<file path="src/rtl/bus_oe_arbiter.sv">
`default_nettype none
// ============================================================================
// Module   : bus_oe_arbiter
// Purpose  : Round-robin owner arbiter for a shared tristate bus. Drives one
//            active-low OE per driver, with turnaround gaps between owners.
//            Optional bus parking on the last owner: define BUS_ARB_PARK_EN.
// Revision : 1.0 - initial release
// ============================================================================
module bus_oe_arbiter #(
  parameter int NREQ    = 4,
  parameter int MAXHOLD = 8,
  parameter int TURN    = 2
) (
  input  logic                    Clk,
  input  logic                    Reset_l,
  input  logic [NREQ-1:0]         Req,
  output logic [NREQ-1:0]         Gnt,
  output logic [NREQ-1:0]         OE_l,
  output logic [$clog2(NREQ)-1:0] Owner,
  output logic                    Busy
);

  localparam int                  c_IDX_W   = $clog2(NREQ);
  localparam int                  c_TEN_W   = $clog2(MAXHOLD + 1);
  localparam logic [c_TEN_W-1:0]  c_TEN_MAX = c_TEN_W'(MAXHOLD);
  localparam logic [c_IDX_W-1:0]  c_LAST    = c_IDX_W'(NREQ - 1);
  localparam logic [NREQ-1:0]     c_ONE     = NREQ'(1);
  localparam logic [3:0]          c_TURN    = 4'(TURN);

  typedef enum logic [1:0] {
    S_IDLE = 2'd0,
    S_OWN  = 2'd1,
    S_TURN = 2'd2
  } state_t;

  state_t               r_state,  w_state_n;
  logic [NREQ-1:0]      r_gnt,    w_gnt_n;
  logic [NREQ-1:0]      r_oe_l,   w_oe_l_n;
  logic [c_IDX_W-1:0]   r_owner,  w_owner_n;
  logic [c_IDX_W-1:0]   r_ptr,    w_ptr_n;
  logic [c_TEN_W-1:0]   r_tenure, w_tenure_n;
  logic [3:0]           r_turn,   w_turn_n;

  logic [c_IDX_W-1:0]   w_win;
  logic [NREQ-1:0]      w_win_oh;
  logic [NREQ-1:0]      w_owner_oh;
  logic                 w_grant;
  logic                 w_to_turn;

  // First set request at or above the pointer, wrapping modulo NREQ.
  function automatic logic [c_IDX_W-1:0] f_pick(input logic [NREQ-1:0]    req,
                                                 input logic [c_IDX_W-1:0] ptr);
    logic [c_IDX_W:0]   idx;
    logic [c_IDX_W-1:0] win;
    win = ptr;
    for (int i = NREQ - 1; i >= 0; i--) begin
      idx = {1'b0, ptr} + (c_IDX_W + 1)'(i);
      if (idx >= (c_IDX_W + 1)'(NREQ)) idx = idx - (c_IDX_W + 1)'(NREQ);
      if (req[idx[c_IDX_W-1:0]]) win = idx[c_IDX_W-1:0];
    end
    return win;
  endfunction

  assign w_win      = f_pick(Req, r_ptr);
  assign w_win_oh   = c_ONE << w_win;
  assign w_owner_oh = c_ONE << r_owner;

  always_comb begin
    w_state_n  = r_state;
    w_gnt_n    = r_gnt;
    w_oe_l_n   = r_oe_l;
    w_owner_n  = r_owner;
    w_ptr_n    = r_ptr;
    w_tenure_n = r_tenure;
    w_turn_n   = r_turn;
    w_grant    = 1'b0;
    w_to_turn  = 1'b0;

    unique case (r_state)
      S_IDLE: begin
        if (|Req) begin
`ifdef BUS_ARB_PARK_EN
          // A parked bus must go through turnaround before anyone else drives.
          if (!(&r_oe_l) && (Req != w_owner_oh)) begin
            w_state_n = S_TURN;
            w_oe_l_n  = '1;
            w_turn_n  = c_TURN;
          end else begin
            w_grant = 1'b1;
          end
`else
          w_grant = 1'b1;
`endif
        end
      end
      S_OWN: begin
        // r_gnt is the owner one-hot while in OWN.
        if (!(|(Req & r_gnt)) || ((r_tenure == c_TEN_MAX) && |(Req & ~r_gnt))) begin
          w_to_turn = 1'b1;
        end else if (r_tenure != c_TEN_MAX) begin
          w_tenure_n = r_tenure + c_TEN_W'(1);
        end
      end
      S_TURN: begin
        if (r_turn == 4'd1) begin
          w_turn_n = '0;
          if (|Req) begin
            w_grant = 1'b1;
          end else begin
            w_state_n = S_IDLE;
`ifdef BUS_ARB_PARK_EN
            w_oe_l_n  = ~w_owner_oh;
`endif
          end
        end else begin
          w_turn_n = r_turn - 4'd1;
        end
      end
      default: begin
        w_state_n = S_IDLE;
        w_gnt_n   = '0;
        w_oe_l_n  = '1;
      end
    endcase

    if (w_grant) begin
      w_state_n  = S_OWN;
      w_gnt_n    = w_win_oh;
      w_oe_l_n   = ~w_win_oh;
      w_owner_n  = w_win;
      w_tenure_n = c_TEN_W'(1);
    end

    if (w_to_turn) begin
      w_state_n = S_TURN;
      w_gnt_n   = '0;
      w_oe_l_n  = '1;
      w_ptr_n   = (r_owner == c_LAST) ? '0 : r_owner + c_IDX_W'(1);
      w_turn_n  = c_TURN;
    end
  end

  always_ff @(posedge Clk) begin
    if (!Reset_l) begin
      r_state  <= S_IDLE;
      r_gnt    <= '0;
      r_oe_l   <= '1;
      r_owner  <= '0;
      r_ptr    <= '0;
      r_tenure <= '0;
      r_turn   <= '0;
    end else begin
      r_state  <= w_state_n;
      r_gnt    <= w_gnt_n;
      r_oe_l   <= w_oe_l_n;
      r_owner  <= w_owner_n;
      r_ptr    <= w_ptr_n;
      r_tenure <= w_tenure_n;
      r_turn   <= w_turn_n;
    end
  end

  assign Gnt   = r_gnt;
  assign OE_l  = r_oe_l;
  assign Owner = r_owner;
  assign Busy  = (r_state != S_IDLE);

endmodule
`default_nettype wire

</file>
<file path="config.mk">
export PLATFORM = sky130hd
export DESIGN_NAME = bus_oe_arbiter
export DESIGN_NICKNAME = d
export VERILOG_FILES = /design/src/rtl/bus_oe_arbiter.sv
export SDC_FILE = /design/constraint.sdc
export NUM_CORES = 1
export LEC_CHECK = 0
export BUFFER_PORTS_ARGS = -buffer_cell sky130_fd_sc_hd__buf_2
export CORE_MARGIN = 3
export CORE_UTILIZATION = 47
export DETAILED_ROUTE_END_ITERATION = 16
export PLACE_DENSITY_LB_ADDON = 0.3
export SLEW_MARGIN = 10
export SYNTH_ARGS = -nofsm -noshare
export SYNTH_HDL_FRONTEND = slang
export SYNTH_SLANG_ARGS = --single-unit
</file>
<file path="constraint.sdc">
create_clock -name Clk -period 3.4 [get_ports Clk]
set_input_delay 0.17 -clock Clk [delete_from_list [all_inputs] [get_ports Clk]]
set_output_delay 0.17 -clock Clk [all_outputs]
set_load 0.02 [all_outputs]
</file>
Yosys cells after proc, flatten, opt, wreduce, memory -nomap -nowiden
Index checks and enable logic that the tools add are counted.

Memories kept: 0. Logic and storage cells: 106. Memory bits (read-only): 0. Memory bits (writable): 0. Output and inout bits: 11. Register bits: 22. Bits in latches: 0.

Shift-type cells: 1. Equality and inequality tests: 14. Divide/modulo/power cells: 0. Magnitude comparators: 8. Multipliers: 0. Bitwise gates (word level): 6. Muxes and demuxes: 38. Add/sub/neg operators: 10. Reduce and logical (&&, ||, !) cells: 19.

Operators with widths (count): two-way mux 2 bit (15); two-way mux 4 bit (5); less-than comparator 2 x 3 -> 1 bit, second input constant (4); two-way mux 1 bit (12); != test 4 bit, second input constant (3); AND reduction 3 bit (4); OR reduction 4 bit (3); >= comparator 3 bit, second input constant (3); AND 4 bit (2); binary-select mux 1 bit (select 2 bit) (4); NOT 4 bit (2); nonzero test 2 bit (4); subtractor 2 x 1 -> 2 bit, second input constant (4); adder 2 x 2 -> 3 bit, second input constant (2); != test 3 bit, second input constant (2); OR reduction 2 bit (3); adder 4 x 1 -> 4 bit, second input constant (1); equality test 2 bit, second input constant (2); equality test 4 x 1 -> 1 bit, second input constant (1); equality test 4 bit, second input constant (1); != test 2 x 1 -> 1 bit, second input constant (2); one-hot mux 2 bit (2 select lines) (1); << shifter 1 x 2 -> 4 bit, first input constant (1); subtractor 4 x 1 -> 4 bit, second input constant (1); 13 further kinds (14).

Logic depth before layout (Yosys ltp)
Gate-level depths: netlist of the first run.

Depth in word-level cells: 12. Mapped depth: 8. Depth with buffers taken out: 7.

Worst setup path after synthesis of the first run
OpenSTA, ideal clock, no wires.

Path kind: register to register. From: register r_tenure[0]. To: register r_tenure[3]. Setup time: 0.114 ns. Setup slack: 1.874 ns. Arrival time: 1.412 ns. Clock period less this slack: 1.526 ns. Stages on the path, launching flop included: 8. Path buffers: 0. Path through: dfxtp_1 inv_1 ha_1 and3b_1 a211oi_2 nand4_1 xor2_1 nor2_1.

Longest elaborated chain between the ends: 5.

Ends and longest elaborated chain: start, declared (RTL line 41) `logic [c_TEN_W-1:0] r_tenure, w_tenure_n;`; start signal, assigned (RTL line 158) `r_tenure <= w_tenure_n;`; equality test 4 bit (RTL line 98) `if (!(|(Req & r_gnt)) || ((r_tenure == c_TEN_MAX) && |(Req & ~r_gnt))) begin`; logical AND 1 bit (RTL line 98); logical OR 1 bit (RTL line 98); NOT 1 bit (no source line); AND reduction 3 bit (no source line).

Several ways; a longest one is shown, not always the timed one. A chain may end at the register's enable or synchronous reset.

Final worst setup path of the first run
From: register r_turn[1]. To: register r_oe_l[0] (netlist: OE_l[0]).

Longest elaborated chain between the ends: 4.

Ends and longest elaborated chain: start, declared (RTL line 42) `logic [3:0] r_turn, w_turn_n;`; start signal, assigned (RTL line 159) `r_turn <= w_turn_n;`; equality test 4 x 1 -> 1 bit * (RTL line 105) `if (r_turn == 4'd1) begin`; two-way mux 1 bit * (RTL line 105); one-hot mux 1 bit (2 select lines) * (RTL line 79) `unique case (r_state)`; != test 2 x 1 -> 1 bit (no source line) / two-way mux 4 bit (equally long branches); end signal, assigned (RTL line 155) `r_oe_l <= w_oe_l_n;`; end, declared (RTL line 38) `logic [NREQ-1:0] r_oe_l, w_oe_l_n;`.

Mark *: on every way between the ends. The rest lies on a longest branch, timed or not.

==> flow_summary.toml, run 1 <==
[status]
status = "finished, final reports clean"

[setup_path]
crit_fanout = 9
rrSetupSlack_ns = 1.60
crit_path_start_kind = "flip-flop"
critPathCaptureType = "flip-flop"
cp.required_ns = 3.61
crit_arrival_ns = 2.00
worstSetupPathType = "flip-flop to flip-flop"

[finish]
fin_nets = 158
layout_commonest_cell = "dfxtp_1"
final_cell_mix = "dfxtp_1 (22), nor2_1 (17), buf_2 (16)"
n_fill_cell = 224
drive_above_1_share_pct = 21.2
antenna_cells = 0
utilization_pct = 57.6
area_growth_pct = 12.2

[clock_network]
cts_max_path_buffers = 2
clk_latency_ns = 0.31
tritoncts = "done"
cts_setup_buffers = 0
cts_resized = 0
cts_hold_buf = 0
h-tree-depth = 1
cts.sinks = 22
clk_pin_slew_ns = 0.12
root_buffer = "clkbuf_4"
numCtsBuffers = 3

[power]
p_sw_share_pct = 42.7
seq_power_share_pct = 37.9
switchingPower_uw = 437
vdd_drop_max_mv = 0.461
p_int_uw = 587
power.density_nw_per_um2 = 781
p_clk_share_pct = 14.1
comb_power_share_pct = 48.0
leakage_nw = 0.527

[synthesis]
yosysWarnings = 0
synth.net_count = 139
syn_inst = 128
ys_seq_elements = 22
synth_seq_area_share_pct = 37.7
synthArstFlopShare_pct = 0
synth-edff-count = 0
synth_area_per_cell_um2 = 9.13
syn_area_um2 = 1170
synth_cell_types = 39
synth-main-ff-cell = "dfxtp_1"

[detailed_routing]
finalWirelength_um = 2430
drc = 0
viasPerCell = 5.47
drtAntennaViolNets = 0
first_iter_violations = 31
wl_per_cell_um = 13.9
vias = 951
dr.pass1.iters = 4

[sta]
finalSetupTns_ns = 0
maxSlewHeadroom_pct = 58.2
max_freq_mhz = 557
fin_crit_sh_pct = 52.8
worst_slew_pin_slew_ns = 0.621
period_minus_slack_ns = 1.80
rsz0062_at_grt = "no"
finalClockSkew_ns = 0.00189
hold_viol = 0
setup_viol = 0
drv_slew = 0

[floorplan]
dieWidth_um = 55.9
core_um2 = 2280
die_h_um = 55.9
die_area_um2 = 3120
ios = 17
row_count = 17
initial_core_util_pct = 51.3

[placed_design]
gp_congestion = 0.828
port_buffers = 16
hpwl_um = 1850

[hold_path]
hold_path_class = "primary input to flip-flop"

[grt]
grt_overflow = 0
grt_max_degree = 13
grt_pass1_wl_um = 4340
antenna_found_initial = 0
grtUsageTotal_pct = 17.3
grt_pass1_vias = 963

[run]
cap_viol_max_count = 0
## power by group through the flow
stage	Clock [mW]	Sequential, mW	Combinational (mW)
6_report	0.145	0.388	0.492
3_5_place_dp	0	0.393	0.487
2_1_floorplan	0	0.417	0.342
3_3_place_gp	0	0.391	0.476
5_1_grt	0.158	0.399	0.549
4_1_cts	0.148	0.387	0.495
## metal layers
| layer | up-vias | wire [um] | part of all wire [%] | track usage (%) |
|---|---|---|---|---|
| met3 | 2 | 70 | 2.9 | 3.25 |
| met5 | - | 0 | 0 | 0 |
| met2 | 16 | 1220 | 50 | 30.1 |
| li1 | 485 | - | - | - |
| met1 | 448 | 1110 | 46 | 20.8 |
| met4 | 0 | 20 | 0.82 | 7.12 |
## logic make-up after synthesis
| logic type | count (synthesis) | share of synthesized area [%] |
|---|---|---|
| adder cells (fa/ha/maj) | 5 | 5.35 |
| flip-flops | 22 | 37.7 |
| buffers and inverters | 8 | 2.68 |
| XOR/XNOR | 3 | 2.25 |
| multiplexers | 4 | 3.43 |
| AO/OA/AOI/OAI | 30 | 22.5 |
| AND/OR/NAND/NOR | 56 | 26.1 |
## synthesized netlist by cell type (all sizes together) (2+ instances only)
cell type,number,share of area (%)
a21boi,2,1.3
a21oi,6,2.9
a22oi,4,2.6
dfxtp,22,38
ha,5,5.4
inv,6,1.9
mux2i,4,3.4
nand2,14,4.5
nand2b,2,1.1
nor2,18,6.0
nor2b,12,6.4
nor3,2,0.86
o21a,2,1.3
o21ai,2,0.86
o22ai,2,1.1
o2bb2ai,2,1.5
o41ai,2,2.8
xor2,2,1.5
## critical path, stage by stage (launching register included)
cell       delay [ns]
dfxtp_1          0.35
inv_1            0.08
ha_1             0.15
nor3b_2          0.30
o211ai_4         0.19
a31oi_1          0.39
o2bb2ai_1        0.18
nand2_1          0.06
## layout make-up
| cell class | instances | area, um2 | share of cell area [%] |
|---|---|---|---|
| flip-flops and latches | 22 | 440 | 33.6 |
| inverters | 6 | 22.5 | 1.72 |
| clock buffers | 4 | 36.3 | 2.77 |
| repair buffers | 16 | 80.1 | 6.11 |
| well taps | 28 | 35.0 | 2.67 |
| multi-input cells | 98 | 697 | 53.1 |
## worst paths after layout
path / from / to / cells past startpoint
setup / recovery: r_turn[1] / OE_l[0] / 7
setup reg to reg: r_turn[1] / OE_l[0] / 7
hold / removal: Reset_l / r_state[1] / 2
hold reg to reg: OE_l[0] / OE_l[0] / 2
## through the flow
| step | cells | power (mW) | hold WS (ns) | setup slack (ns) | cell area [um2] |
|---|---|---|---|---|---|
| global route | 174 | 1.11 | 0.155 | 1.41 | 1310 |
| CTS | 174 | 1.03 | 0.148 | 1.60 | 1310 |
| detailed placement | 170 | 0.881 | 0.463 | 1.63 | 1270 |
| finish | 174 | 1.02 | 0.155 | 1.60 | 1310 |
| global placement | 170 | 0.867 | 0.453 | 1.66 | 1270 |
| floorplan | 128 | 0.759 | 0.456 | 1.87 | 1170 |
## sequential cells by signal, summed over array words and instances (netlist names)
signal / flops
Gnt: 4
OE_l: 4
Owner: 2
r_ptr: 2
r_state: 2
r_tenure: 4
r_turn: 4
Power figures use the tool's default switching activity.
==> inputs of run 2 (changes only) <==
- clock period: 3.4 -> 1.6 ns (I/O delays scaled with it)
==> flow_summary.toml, run 2 (synthesis gave the netlist of run 1 again) <==
[placed_design]
placedCellCount = 183
port_buffers = 16
hpwl_um = 1930
gp_congestion = 0.769

[floorplan]
row_count = 17
core_um2 = 2280
dieWidth_um = 55.9
initial_core_util_pct = 51.3
die_area_um2 = 3120
die_h_um = 55.9
ios = 17

[grt]
grt_max_degree = 14
grtUsageTotal_pct = 17.0
grt_overflow = 0
antenna_found_initial = 0
grt_pass1_wl_um = 4330
grt_pass1_vias = 993

[detailed_routing]
viasPerCell = 5.53
drtAntennaViolNets = 0
drc = 0
wl_per_cell_um = 13.4
dr.pass1.iters = 4
first_iter_violations = 26
finalWirelength_um = 2550
vias = 1051

[power]
power_mw = 2.61
p_clk_share_pct = 16.3
p_sw_share_pct = 39.0
seq_power_share_pct = 32.1
leakage_nw = 0.615
p_int_mw = 1.60
vdd_drop_max_mv = 1.11
comb_power_share_pct = 51.5
power.density_nw_per_um2 = 1740
switchingPower_mw = 1.02

[setup_path]
critPathCaptureType = "flip-flop"
crit_fanout = 5
slowest_stage = "dfxtp_2"
crit_path_start_kind = "flip-flop"
cpPeakStageDelay_ns = 0.34
crit_path_cell_trace = "inv_2 > ha_4 > nor3b_4 > o211ai_4 > nand4b_4 > o2bb2a_4 > nor2_2"
crit_buf_inv = 1
crit_family = "simple AND/OR/NAND/NOR gates"
worstSetupPathType = "flip-flop to flip-flop"
cp.required_ns = 1.86
crit_arrival_ns = 1.82

[finish]
antenna_cells = 0
n_fill_cell = 202
fin_nets = 174
finalNonFillerCells = 190
area_growth_pct = 28.7
register_area_um2 = 447
drive_above_1_share_pct = 37.0
multi_input_area_um2 = 743
utilization_pct = 66.1
final_cell_mix = "dfxtp_1 (17), nor2_1 (17), buf_2 (16)"

[clock_network]
clk_latency_ns = 0.31
cts_max_path_buffers = 2
h-tree-depth = 1
numCtsBuffers = 3
tritoncts = "done"
cts.sinks = 22
clk_pin_slew_ns = 0.12
root_buffer = "clkbuf_4"

[sta]
rsz0062_at_grt = "yes"
hold_viol = 0
fin_crit_sh_pct = 97.8
max_freq_mhz = 639
finalSetupTns_ns = 0
setup_viol = 0
period_minus_slack_ns = 1.56
worst_slew_pin_slew_ns = 0.401
finalClockSkew_ns = 0.00155
drv_slew = 0
maxSlewHeadroom_pct = 73.2

[run]
cap_viol_max_count = 0

[status]
status = "finished, final reports clean"

[hold_path]
hold_path_class = "primary input to flip-flop"
run 2: cell count changes in the layout (fill, tap and decap cells not counted), moves of 2 or more:
cell	before	now
inv_1	6	4
dfxtp_1	22	17
dfxtp_2	0	5
inv_2	0	2
buf_4	0	15
run 2: layout make-up:
cell class              instances  area share, %
clock buffers                   3           1.50
inverters                       6           1.50
repair buffers                 32           13.6
flip-flops and latches         22           29.7
clock inverters                 1           2.00
well taps                      28           2.33
multi-input cells              98           49.4
run 2: worst paths after layout:
path / from / to / slack (ns) / depth (start not counted)
setup reg to reg: r_turn[1] / Gnt[3] / 0.04 / 7
hold reg to reg: OE_l[0] / OE_l[0] / 0.50 / 2
setup / recovery: r_turn[1] / Gnt[3] / 0.04 / 7
hold / removal: Reset_l / r_turn[1] / 0.07 / 2
run 2: timing repair:
item,in CTS,in global routing
pin swaps,1,6
cloned,0,0
gates resized for setup,2,16
hold buffers,0,0
buffers inserted,1,2
setup endpoints to repair,11,19
run 2: per-stage QoR:
step                area [um2]  hold slack, ns  setup WS, ns
floorplan                 1170           0.366        0.0741
global placement          1370           0.397       -0.0185
detailed placement        1370           0.406       -0.0571
CTS                       1440          0.0649       0.00594
global route              1500          0.0793       -0.0568
finish                    1500          0.0689        0.0354
run 2: layer usage:
metal	wire length, um	GRT usage [%]
met2	1260	28.5
met1	1150	21.2
met4	23	6.10
met5	0	0
met3	118	3.94
run 2: worst reg2reg max path: stages, from the launching register on:
cell,delay (ns)
dfxtp_2,0.34
inv_2,0.07
ha_4,0.13
nor3b_4,0.25
o211ai_4,0.16
nand4b_4,0.24
o2bb2a_4,0.25
nor2_2,0.08
run 2: power groups by stage:
stage | sequential [mW] | clock (mW) | combinational (mW)
6_report | 0.840 | 0.427 | 1.35
5_1_grt | 0.865 | 0.450 | 1.47
4_1_cts | 0.817 | 0.437 | 1.23
3_5_place_dp | 0.830 | 0 | 1.21
3_3_place_gp | 0.819 | 0 | 1.18
2_1_floorplan | 0.886 | 0 | 0.727
==> inputs of run 3 (changes only) <==
--- a/config.mk
+++ b/config.mk
@@ -6,4 +6,5 @@
 export NUM_CORES = 1
 export LEC_CHECK = 0
+export ABC_AREA = 1
 export BUFFER_PORTS_ARGS = -buffer_cell sky130_fd_sc_hd__buf_2
 export CORE_MARGIN = 3
==> constraint.sdc (replaced) <==
create_clock -name Clk -period 1.6 [get_ports Clk]
set_input_delay 0.08 -clock Clk [delete_from_list [all_inputs] [get_ports Clk]]
set_output_delay 0.08 -clock Clk [all_outputs]
set_load 0.05 [all_outputs]
==> flow_summary.toml, run 3 <==
[finish]
final_cell_mix = "nand2_1 (22), nand2_2 (21), inv_1 (20)"
drive_above_1_share_pct = 48.6
layout_commonest_cell = "nand2_1"
utilization_pct = 69.1
fin_nets = 229
antenna_cells = 0
fin_area_um2 = 1760
area_growth_pct = 35.9

[detailed_routing]
first_iter_violations = 72
drtAntennaViolNets = 0
viasPerCell = 5.27
wl_per_cell_um = 13.2
drc = 0
dr.pass1.iters = 4
finalWirelength_um = 3240
vias = 1296

[grt]
antenna_found_initial = 0
grt_util_met3_pct = 1.97
grt_max_degree = 13
grt_pass1_vias = 1116
grt_pass1_wl_um = 4680
use_met2_pct = 33.0
grtUsageTotal_pct = 17.6
use_met1_pct = 20.9
grt_overflow = 0
grt_busiest_layer = "met2"

[run]
cap_viol_max_count = 0

[sta]
max_freq_mhz = 634
maxSlewHeadroom_pct = 83.2
worst_slew_pin_slew_ns = 0.254
finalSetupTns_ns = 0
rsz0062_at_grt = "yes"
finalClockSkew_ns = 0.00586
drv_slew = 0
hold_viol = 0
setup_viol = 0
period_minus_slack_ns = 1.58
fin_crit_sh_pct = 98.6

[placed_design]
gp_congestion = 0.832
port_buffers = 16
dpl_cell_area_um2 = 1460
hpwl_um = 2310

[synthesis]
yosysTopAreaCell = "dfxtp_1"
synth_seq_area_share_pct = 34.0
ys_seq_elements = 22
synthArstFlopShare_pct = 0
synth.most_common_cell = "nand2_1"
synth_common_cells = "nand2_1 (41), inv_1 (24), dfxtp_1 (22)"
synth_area_per_cell_um2 = 7.03
synth.net_count = 195
syn_area_um2 = 1290
synth_cell_types = 28
synth-edff-count = 0
yosys-top-cells-area = "dfxtp_1 (34%), nand2_1 (12%), inv_1 (7.0%)"
syn_inst = 184
yosysWarnings = 0
synth_top_area_share_pct = 34.0
synth-main-ff-cell = "dfxtp_1"

[setup_path]
cpPeakStageDelay_ns = 0.35
ff2ff_path_depth = 12
slowest_stage = "dfxtp_2"
cp.required_ns = 1.83
startpoint = "r_ptr[0]"
rrSetupSlack_ns = 0.02
setup.worst_path.end = "Gnt[3]"
crit_path_cell_trace = "buf_6 > clkinv_8 > nand2_4 > nand2_2 > nand2_2 > nand2_2 > nor2_2 > nand2_1 > nand2_2 > a21boi_4 > nand3_2 > a21oi_2"
crit_buf_inv = 2
crit_path_start_kind = "flip-flop"
crit_fanout = 7
crit_path_frequent_cell = "nand2_2"
worstSetupPathType = "flip-flop to flip-flop"
crit_family = "simple AND/OR/NAND/NOR gates"
worstReg2RegStart = "r_ptr[0]"
reg2reg_to = "Gnt[3]"
crit_arrival_ns = 1.80
cp.depth = 12
critPathCaptureType = "flip-flop"

[clock_network]
cts_max_path_buffers = 2
h-tree-depth = 1
cts.sinks = 22
root_buffer = "clkbuf_4"
tritoncts = "done"
numCtsBuffers = 3
cts_hold_buf = 0
clk_latency_ns = 0.30
clk_pin_slew_ns = 0.12

[floorplan]
ios = 17
row_count = 18
die_area_um2 = 3420
core_um2 = 2540
die_h_um = 58.5
dieWidth_um = 58.5
initial_core_util_pct = 50.8

[status]
status = "finished, final reports clean"

[hold_path]
hold_path_class = "primary input to flip-flop"
## run 3: kinds of logic (layout without fill, tap and decap cells)
logic type	count (synthesis)	count (layout)	synth area share, %
adder cells (fa/ha/maj)	5	5	4.84
buffers and inverters	30	62	10.2
XOR/XNOR	4	4	2.71
AND/OR/NAND/NOR	89	89	32.4
flip-flops	22	22	34.0
AO/OA/AOI/OAI	34	34	15.9
## run 3: through the flow
step / setup WS (ns) / hold slack, ns / instances
2_1_floorplan: 0.0646 / 0.193 / 184
3_3_place_gp: 0.0760 / 0.360 / 234
3_5_place_dp: 0.0442 / 0.349 / 234
4_1_cts: 0.0176 / 0.0342 / 237
5_1_grt: -0.0677 / 0.0362 / 246
6_report: 0.0230 / 0.0521 / 246
## run 3: worst min-delay path: cells and delay by family
| family | cells | cell delay (ns) |
|---|---|---|
| compound gates | 2 | 0.11 |
| buf+inv | 1 | 0.13 |
## run 3: worst min path at each step
stage,startpoint,to,slack [ns],depth (start not counted)
2_1_floorplan,Reset_l,r_ptr[0],0.19,2
3_3_place_gp,Reset_l,r_ptr[0],0.36,3
3_5_place_dp,Reset_l,r_ptr[0],0.35,3
4_1_cts,Reset_l,r_ptr[0],0.03,3
5_1_grt,Reset_l,r_ptr[1],0.04,3
6_report,Reset_l,r_ptr[1],0.05,3
## run 3: area by class of cell
class / instances / area [um2]
Clock buffer: 3 / 22.5
Fill cell: 212 / 787
Inverter: 28 / 125
Sequential cell: 22 / 450
Timing Repair Buffer: 31 / 213
Multi-Input combinational cell: 132 / 910
Tap cell: 30 / 37.5
## run 3: layer usage
layer | share of wire [%] | vias up
met3 | 3.4 | 6
li1 | - | 651
met5 | 0 | -
met2 | 56 | 26
met4 | 1.9 | 0
met1 | 38 | 613
## run 3: timing repair
action / 4_1_cts / 5_1_grt
setup endpoints to repair: 0 / 14
endpoints found under the hold margin: 0 / 0
setup buffers: 0 / 9
gates resized for setup: 0 / 62
Power of run 3 is left out: the tool's default activity adds up to more than one toggle a clock period on the data nets, which glitch-free logic cannot reach.
